$ cat src/rtl/decoder_pkg.sv
// Shared definitions for the decoder family: mode constants, strobe FSM states
// and a reusable one-hot helper.
package decoder_pkg;

  localparam int DEC_MODE_LEVEL = 0;
  localparam int DEC_MODE_PULSE = 1;

  typedef enum logic [0:0] {
    DEC_IDLE  = 1'b0,
    DEC_DRIVE = 1'b1
  } dec_state_e;

  // Widest supported decoder is 6 -> 64; callers truncate to their own width.
  function automatic logic [63:0] onehot_of(input logic [5:0] sel);
    logic [63:0] vec;
    vec      = 64'd0;
    vec[sel] = 1'b1;
    return vec;
  endfunction

endpackage

$ cat src/rtl/decoder_onehot.sv
// Combinational N-to-2^N one-hot decode with enable; all-zero when disabled.
module decoder_onehot
  import decoder_pkg::*;
#(
  parameter int SEL_W = 2
) (
  input  logic [SEL_W-1:0]      sel,
  input  logic                  en,
  output logic [(2**SEL_W)-1:0] onehot
);

  localparam int OUT_W = 2**SEL_W;

  // decode the select into a single set bit, gated by enable
  always_comb begin
    if (en) begin
      onehot = OUT_W'(onehot_of(6'(sel)));
    end else begin
      onehot = {OUT_W{1'b0}};
    end
  end

endmodule

$ cat src/rtl/decoder_strobe_n.sv
// Registered one-hot strobe decoder with valid/ready intake, optional active-low
// polarity, and a level or fixed-length pulse output mode.
module decoder_strobe_n
  import decoder_pkg::*;
#(
  parameter int SEL_W      = 2,
  parameter int MODE       = 0,
  parameter int PULSE_LEN  = 1,
  parameter int ACTIVE_LOW = 0
) (
  input  logic                  clk,
  input  logic                  rst,
  input  logic                  in_valid,
  output logic                  in_ready,
  input  logic [SEL_W-1:0]      sel,
  input  logic                  en,
  output logic [(2**SEL_W)-1:0] y,
  output logic                  busy,
  output logic                  done
);

  localparam int               OUT_W    = 2**SEL_W;
  localparam logic [OUT_W-1:0] INACTIVE = (ACTIVE_LOW != 0) ? {OUT_W{1'b1}} : {OUT_W{1'b0}};
  localparam logic [7:0]       CNT_LOAD = 8'(PULSE_LEN - 1);
  localparam bit               IS_PULSE = (MODE == DEC_MODE_PULSE);

  logic [OUT_W-1:0] onehot_s;
  logic [OUT_W-1:0] pattern_s;
  logic [OUT_W-1:0] y_next_s;
  logic [OUT_W-1:0] y_r;
  dec_state_e       state_r;
  dec_state_e       state_next_s;
  logic [7:0]       cnt_r;
  logic [7:0]       cnt_next_s;
  logic             busy_r;
  logic             busy_next_s;
  logic             done_r;
  logic             done_next_s;
  logic             ready_s;
  logic             xfer_s;

  decoder_onehot #(.SEL_W(SEL_W)) u_onehot (
    .sel    (sel),
    .en     (en),
    .onehot (onehot_s)
  );

  // XOR with the inactive pattern applies polarity; en=0 yields the inactive pattern
  assign pattern_s = onehot_s ^ INACTIVE;

  // intake readiness depends only on reset, state and the pulse counter
  always_comb begin
    if (rst) begin
      ready_s = 1'b0;
    end else if (!IS_PULSE) begin
      ready_s = 1'b1;
    end else if (state_r == DEC_IDLE) begin
      ready_s = 1'b1;
    end else if (cnt_r == 8'd0) begin
      ready_s = 1'b1;
    end else begin
      ready_s = 1'b0;
    end
  end

  assign in_ready = ready_s;
  assign xfer_s   = in_valid && ready_s;

  // next-state, counter and output pattern selection
  always_comb begin
    state_next_s = state_r;
    cnt_next_s   = cnt_r;
    y_next_s     = y_r;
    if (!IS_PULSE) begin
      state_next_s = DEC_IDLE;
      cnt_next_s   = 8'd0;
      if (xfer_s) begin
        y_next_s = pattern_s;
      end else begin
        y_next_s = y_r;
      end
    end else begin
      case (state_r)
        DEC_IDLE: begin
          if (xfer_s && en) begin
            state_next_s = DEC_DRIVE;
            cnt_next_s   = CNT_LOAD;
            y_next_s     = pattern_s;
          end else begin
            state_next_s = DEC_IDLE;
            cnt_next_s   = 8'd0;
            y_next_s     = INACTIVE;
          end
        end
        DEC_DRIVE: begin
          if (cnt_r != 8'd0) begin
            state_next_s = DEC_DRIVE;
            cnt_next_s   = cnt_r - 8'd1;
            y_next_s     = y_r;
          end else if (xfer_s && en) begin
            // reload in the final cycle: new strobe follows with no inactive gap
            state_next_s = DEC_DRIVE;
            cnt_next_s   = CNT_LOAD;
            y_next_s     = pattern_s;
          end else begin
            state_next_s = DEC_IDLE;
            cnt_next_s   = 8'd0;
            y_next_s     = INACTIVE;
          end
        end
        default: begin
          state_next_s = DEC_IDLE;
          cnt_next_s   = 8'd0;
          y_next_s     = INACTIVE;
        end
      endcase
    end
    busy_next_s = IS_PULSE && (state_next_s == DEC_DRIVE);
    done_next_s = busy_next_s && (cnt_next_s == 8'd0);
  end

  // state and output registers with synchronous reset
  always_ff @(posedge clk) begin
    if (rst) begin
      state_r <= DEC_IDLE;
      cnt_r   <= 8'd0;
      y_r     <= INACTIVE;
      busy_r  <= 1'b0;
      done_r  <= 1'b0;
    end else begin
      state_r <= state_next_s;
      cnt_r   <= cnt_next_s;
      y_r     <= y_next_s;
      busy_r  <= busy_next_s;
      done_r  <= done_next_s;
    end
  end

  assign y    = y_r;
  assign busy = busy_r;
  assign done = done_r;

endmodule

$ cat config.mk
export PLATFORM = sky130hd
export DESIGN_NAME = decoder_strobe_n
export DESIGN_NICKNAME = d
export VERILOG_FILES = /design/src/rtl/decoder_pkg.sv /design/src/rtl/decoder_onehot.sv /design/src/rtl/decoder_strobe_n.sv
export SDC_FILE = /design/constraint.sdc
export NUM_CORES = 1
export LEC_CHECK = 0
export CORE_AREA = 4 4 41 43
export CTS_CLUSTER_SIZE = 20
export DETAILED_ROUTE_END_ITERATION = 10
export DIE_AREA = 0 0 45 47
export SYNTH_ARGS = -nofsm -noshare
export SYNTH_HDL_FRONTEND = slang
export SYNTH_HIERARCHICAL = 1
export SYNTH_SLANG_ARGS = --single-unit
$ cat constraint.sdc
create_clock -name clk -period 1.4 [get_ports clk]
set_input_delay 0.21 -clock clk [delete_from_list [all_inputs] [get_ports clk]]
set_output_delay 0.21 -clock clk [all_outputs]
set_load 0.01 [all_outputs]
==> flow_metrics.py, run 1 <==
metrics = {
    "clock_network": {
        "cts_resized": 1,
        "cts_inserted_buffers": 3,
        "cts_buffer_depth": 2,
        "numClockSinks": 4,
        "path_clk_slew_ps": 30,
        "cts.htree.levels": 1,
        "cts_setup_buffers": 0,
        "clockRootBuffer": "clkbuf_4",
        "hold_buffers": 0,
        "worstSkewPairLatency_ps": 230,
        "tritoncts": "built",
    },
    "power": {
        "pwr-share-comb_pct": 15.2,
        "fin_total_pwr_mw": 0.303,
        "pwr-share-clk_pct": 45.6,
        "seq_power_share_pct": 39.2,
        "swShare_pct": 20.5,
        "leakagePower_nw": 0.153,
        "powerDensity_nw_per_um2": 915,
        "p_int_mw": 0.241,
        "peakVddDrop_uv": 292,
        "switchingPower_mw": 0.0622,
    },
    "floorplanning": {
        "die-area_um2": 2120,
        "dieWidth_um": 45,
        "core-area_um2": 1300,
        "rows": 13,
        "dieHeight_um": 47,
        "io_pins": 13,
        "initial_core_util_pct": 15.4,
    },
    "global_route": {
        "grt_pass1_vias": 178,
        "track_usage_pct": 4.98,
        "grt_first_pass_wirelength_um": 662,
        "antenna_found_initial": 0,
        "grt_max_degree": 5,
        "grt.overflow.total": 0,
    },
    "worst_setup_path": {
        "crit_type": "reg -> out",
        "startpoint": "y[3]$_SDFFE_PP0P_",
        "start_kind": "flop",
        "critPathTopFamily": "buffers and inverters",
        "crit_fanout": 2,
        "slowest_delay_ps": 540,
        "crit_slowest_cell": "clkdlybuf4s50_1",
        "cp_num_buf_inv": 1,
        "crit_chain": "clkdlybuf4s50_1",
        "required_ps": 1190,
        "endpoint_kind": "primary output",
        "arrival_ps": 1090,
        "reg2reg_from": "y[3]$_SDFFE_PP0P_",
    },
    "sta": {
        "hold_viol": 0,
        "finalCritPeriodShare_pct": 92.8,
        "hold_slack_ps": 495,
        "finalSetupTns_ps": 0,
        "fmax_ghz": 0.770,
        "fin_ws_ps": 101,
        "skew_ps": 0,
        "slew_viol_final": 0,
        "fin_crit_ps": 1300,
        "setup_violations": 0,
        "grt_setup_unrepaired": "no",
    },
    "cells_and_area": {
        "antenna_cells": 0,
        "syn_to_final_growth_pct": 65.6,
        "fin_nets": 41,
        "largest_reg_flops": 4,
        "drive_above_1_share_pct": 18.2,
    },
    "place": {
        "port_buffers": 10,
        "pre_cts_ws_ps": -20.4,
        "gp_congestion": 0.593,
    },
    "yosys": {
        "yosys_most_used_dff": "dfxtp_1",
        "yosys-top-cells-count": "dfxtp_1 (4), mux2i_1 (4), nor2_1 (4)",
        "synthCells": 21,
        "synth_top_area_share_pct": 40.0,
        "synthArstFlopShare_pct": 0,
        "ys_ff_latch": 4,
        "ys_warn_count": 6,
        "synth_area_leaders": "dfxtp_1 (40%), mux2i_1 (20%), and3b_1 (8.8%)",
        "yosys.area.top_type": "dfxtp_1",
        "synth_edf_count": 0,
        "yosysUniqueCellTypes": 10,
        "syn_area_per_cell_um2": 9.53,
        "synth_seq_area_share_pct": 40.0,
        "synth_area_um2": 200,
    },
    "min_path": {
        "min_path_type": "reg -> reg",
        "holdCritStartpoint": "y[0]$_SDFFE_PP0P_",
    },
    "drt": {
        "drc": 0,
        "drt_wl_total_um": 426,
        "first_pass_iters": 2,
        "route.vias.total": 171,
        "drt_iter0_markers": 1,
        "routed_via_density": 3.56,
        "postRouteAntennaNets": 0,
        "drt-wirelength-per-cell_um": 8.88,
    },
    "job": {
        "drv_cap": 0,
    },
    "status": {
        "status": "complete, no violations",
    },
}
[tightest hold or removal path, cell delays in order (launching register included)]
cell and delay [ps]:
dfxtp_1 320, mux2i_1 70, nor2_1 70
[layer usage]
metal | share of wire (%) | GRT usage (%) | wire length [µm]
met1 | 38 | 5.00 | 162
met2 | 43 | 6.50 | 185
met4 | 5.6 | 8.77 | 24
met3 | 12 | 1.15 | 53
met5 | 0 | 0 | 0
[stage by stage]
step | std cells | area, µm² | utilization (%)
CTS | 48 | 332 | 25.5
global route | 48 | 332 | 25.5
detailed placement | 45 | 310 | 23.8
global placement | 45 | 310 | 23.8
finish | 48 | 332 | 25.5
floorplan | 22 | 204 | -
[path summary, 6_finish.rpt]
kind | endpoint | slack, ps | depth (start not counted)
min | y[0]$_SDFFE_PP0P_ | 500 | 2
max | y[3] | 100 | 1
min reg2reg | y[0]$_SDFFE_PP0P_ | 500 | 2
max reg2reg | y[3]$_SDFFE_PP0P_ | 810 | 2
[power by group through the flow]
stage | clock network, mW | registers (mW) | logic [mW]
final | 0.138 | 0.119 | 0.0460
after global routing | 0.153 | 0.119 | 0.0502
after CTS | 0.148 | 0.119 | 0.0468
after detailed placement | 0 | 0.121 | 0.0473
after global placement | 0 | 0.121 | 0.0474
after floorplan | 0 | 0.122 | 0.0212
[area by class of cell]
cell class	instances	area (µm²)
Multi-Input combinational cell	14	100
Timing Repair Buffer	11	106
Clock buffer	3	22.5
Sequential cell	4	80.1
Inverter	1	3.75
Tap cell	15	18.8
Fill cell	153	970
[kinds of logic (layout without fill, tap and decap cells)]
logic type	after synthesis	count (layout)	synth area share, %
buf+inv	4	15	11.9
mux	4	4	20.0
simple gates	8	8	26.2
other cells	1	2	1.87
flops	4	4	40.0
[cell usage in the layout, fill, tap and decap left out, drive strengths merged]
cell	n
conb	2
dlygate4sd2	1
inv	1
nor3b	1
mux2i	4
and3b	2
and3	1
buf	1
dfxtp	4
nor2	4
clkdlybuf4s50	9
clkbuf	3
Power figures use the tool's default switching activity.
==> inputs of run 2 (changes only) <==
- ABC_AREA: default -> 1
- CAP_MARGIN: default -> 20
==> run 2 against run 1 <==
Net effect: critical path depth is the same; die area unchanged; setup slack better by 8.7 ps; combinational power rose by 22%; global-route usage up 0.16 points; non-clock buffer count decreased by 1; fmax rose by 0.67%; highest routed layer is now met3; flip-flop and latch count is the same; register-to-register slack got worse by 20 ps.
==> flow_metrics.py, run 2 <==
metrics = {
    "worst_setup_path": {
        "cp_num_buf_inv": 1,
        "crit_slowest_cell": "clkdlybuf4s50_1",
        "required_ps": 1190,
        "reg2reg_from": "y[2]$_SDFFE_PP0P_",
        "endpoint_kind": "primary output",
        "crit_type": "reg -> out",
        "arrival_ps": 1080,
        "start_kind": "flop",
        "startpoint": "y[0]$_SDFFE_PP0P_",
        "crit_chain": "clkdlybuf4s50_1",
        "slowest_delay_ps": 540,
        "critPathTopFamily": "buffers and inverters",
        "crit_fanout": 2,
    },
    "cells_and_area": {
        "antenna_cells": 0,
        "syn_to_final_growth_pct": 69.1,
        "fin_nets": 49,
        "final_cell_mix": "nor2_1 (12), clkdlybuf4s50_1 (9), o21ai_0 (4), dfxtp_1 (4), clkbuf_4 (3)",
        "n_fill_cell": 152,
        "finalNonFillerCells": 56,
        "utilization_pct": 24.2,
        "largest_reg_flops": 4,
        "drive_above_1_share_pct": 9.76,
        "mostFrequentLayoutCell": "nor2_1",
    },
    "status": {
        "status": "complete, no violations",
    },
    "yosys": {
        "synth_seq_area_share_pct": 43.0,
        "yosysUniqueCellTypes": 9,
        "synthCells": 29,
        "ys_warn_count": 6,
        "yosys.area.top_type": "dfxtp_1",
        "synth.most_common_cell": "nor2_1",
        "ys_ff_latch": 4,
        "synth_area_um2": 186,
        "syn_area_per_cell_um2": 6.43,
        "yosys_most_used_dff": "dfxtp_1",
        "yosys-top-cells-count": "nor2_1 (12), dfxtp_1 (4), o21ai_0 (4)",
        "synthArstFlopShare_pct": 0,
        "synth_edf_count": 0,
        "synth_area_leaders": "dfxtp_1 (43%), nor2_1 (24%), o21ai_0 (11%)",
        "synth_top_area_share_pct": 43.0,
    },
    "sta": {
        "fmax_ghz": 0.775,
        "slew_viol_final": 0,
        "setup_violations": 0,
        "fin_crit_ps": 1290,
        "skew_ps": 0,
        "hold_viol": 0,
        "finalCritPeriodShare_pct": 92.2,
        "grt_setup_unrepaired": "no",
    },
    "clock_network": {
        "tritoncts": "built",
        "path_clk_slew_ps": 40,
        "cts_resized": 1,
        "cts_buffer_depth": 2,
        "worstSkewPairLatency_ps": 230,
        "cts_setup_buffers": 0,
        "hold_buffers": 0,
        "cts_inserted_buffers": 3,
        "numClockSinks": 4,
        "clockRootBuffer": "clkbuf_4",
        "cts.htree.levels": 1,
    },
    "place": {
        "port_buffers": 10,
        "gp_congestion": 0.639,
        "dp_hpwl_um": 358,
        "dp_cells": 53,
    },
    "floorplanning": {
        "core-area_um2": 1300,
        "die-area_um2": 2120,
        "initial_core_util_pct": 14.3,
        "dieHeight_um": 47,
        "dieWidth_um": 45,
        "io_pins": 13,
        "rows": 13,
    },
    "drt": {
        "first_pass_iters": 3,
        "drt_wl_total_um": 428,
        "route.vias.total": 178,
        "postRouteAntennaNets": 0,
        "drt_iter0_markers": 4,
        "routed_via_density": 3.18,
        "drc": 0,
        "drt-wirelength-per-cell_um": 7.64,
    },
    "global_route": {
        "grt_first_pass_wirelength_um": 703,
        "grt.overflow.total": 0,
        "grt_pass1_vias": 195,
        "antenna_found_initial": 0,
        "track_usage_pct": 5.14,
        "grt_max_degree": 6,
    },
    "power": {
        "leakagePower_nw": 0.143,
        "fin_total_pwr_mw": 0.317,
        "switchingPower_mw": 0.0692,
        "pwr-share-clk_pct": 43.2,
        "seq_power_share_pct": 39.2,
        "powerDensity_nw_per_um2": 1000,
        "peakVddDrop_uv": 340,
        "swShare_pct": 21.9,
        "p_int_mw": 0.248,
        "pwr-share-comb_pct": 17.6,
    },
    "min_path": {
        "holdCritStartpoint": "y[0]$_SDFFE_PP0P_",
        "min_path_type": "reg -> reg",
    },
    "job": {
        "drv_cap": 0,
    },
}
## run 2: changes by cell type after synthesis, moves of 2 or more
cell,change
and3b_1,-2
mux2i_1,-4
nand2_1,+2
nor2_1,+8
o21ai_0,+4
## run 2: final timing paths
| kind | endpoint | slack (ps) | cells after the start |
|---|---|---|---|
| setup / recovery | y[0] | 110 | 1 |
| hold / removal | y[0]$_SDFFE_PP0P_ | 520 | 2 |
| setup reg to reg | y[2]$_SDFFE_PP0P_ | 790 | 2 |
| hold reg to reg | y[0]$_SDFFE_PP0P_ | 520 | 2 |
## run 2: power by group through the flow
stage	registers [mW]	logic, mW	clock network, mW
2_1_floorplan	0.129	0.0232	0
3_3_place_gp	0.126	0.0577	0
3_5_place_dp	0.126	0.0578	0
4_1_cts	0.124	0.0569	0.148
5_1_grt	0.125	0.0649	0.151
6_report	0.124	0.0559	0.137
## run 2: area by class of cell
type / count / area [µm²] / area share, %
Timing Repair Buffer: 10 / 98.8 / 31.3
Inverter: 4 / 15.0 / 4.76
Tap cell: 15 / 18.8 / 5.95
Sequential cell: 4 / 80.1 / 25.4
Multi-Input combinational cell: 20 / 80.1 / 25.4
Clock buffer: 3 / 22.5 / 7.14
## run 2: cells by family (layout without fill, tap and decap cells)
logic type / Yosys count / count (layout) / share of synthesized area (%)
DFF: 4 / 4 / 43.0
buffers and inverters: 6 / 17 / 16.1
and+or+nand+nor: 14 / 14 / 28.2
other: 1 / 2 / 2.01
AOI/OAI and AO/OA: 4 / 4 / 10.7
## run 2: metal layers
| metal | track usage (%) | share of wire [%] | vias up |
|---|---|---|---|
| li1 | - | - | 108 |
| met1 | 5.24 | 34 | 66 |
| met2 | 7.34 | 57 | 4 |
| met3 | 1.53 | 9.3 | 0 |
| met4 | 7.02 | 0 | 0 |
| met5 | 0 | 0 | - |
## run 2: stage by stage
| step | TNS (ps) | area (µm²) | setup slack (ps) | hold slack (ps) |
|---|---|---|---|---|
| 2_1_floorplan | 0 | 190 | 774 | 362 |
| 3_3_place_gp | -102 | 294 | -102 | 516 |
| 3_5_place_dp | -102 | 294 | -102 | 516 |
| 4_1_cts | 0 | 315 | 90.5 | 524 |
| 5_1_grt | 0 | 315 | 44.4 | 585 |
| 6_report | 0 | 315 | 110 | 516 |
==> inputs of run 3 (changes only) <==
- CTS_CLUSTER_DIAMETER: default -> 50
==> results of run 3 <==
Same layout as run 2: the final DEF is identical, and so are final timing and power.
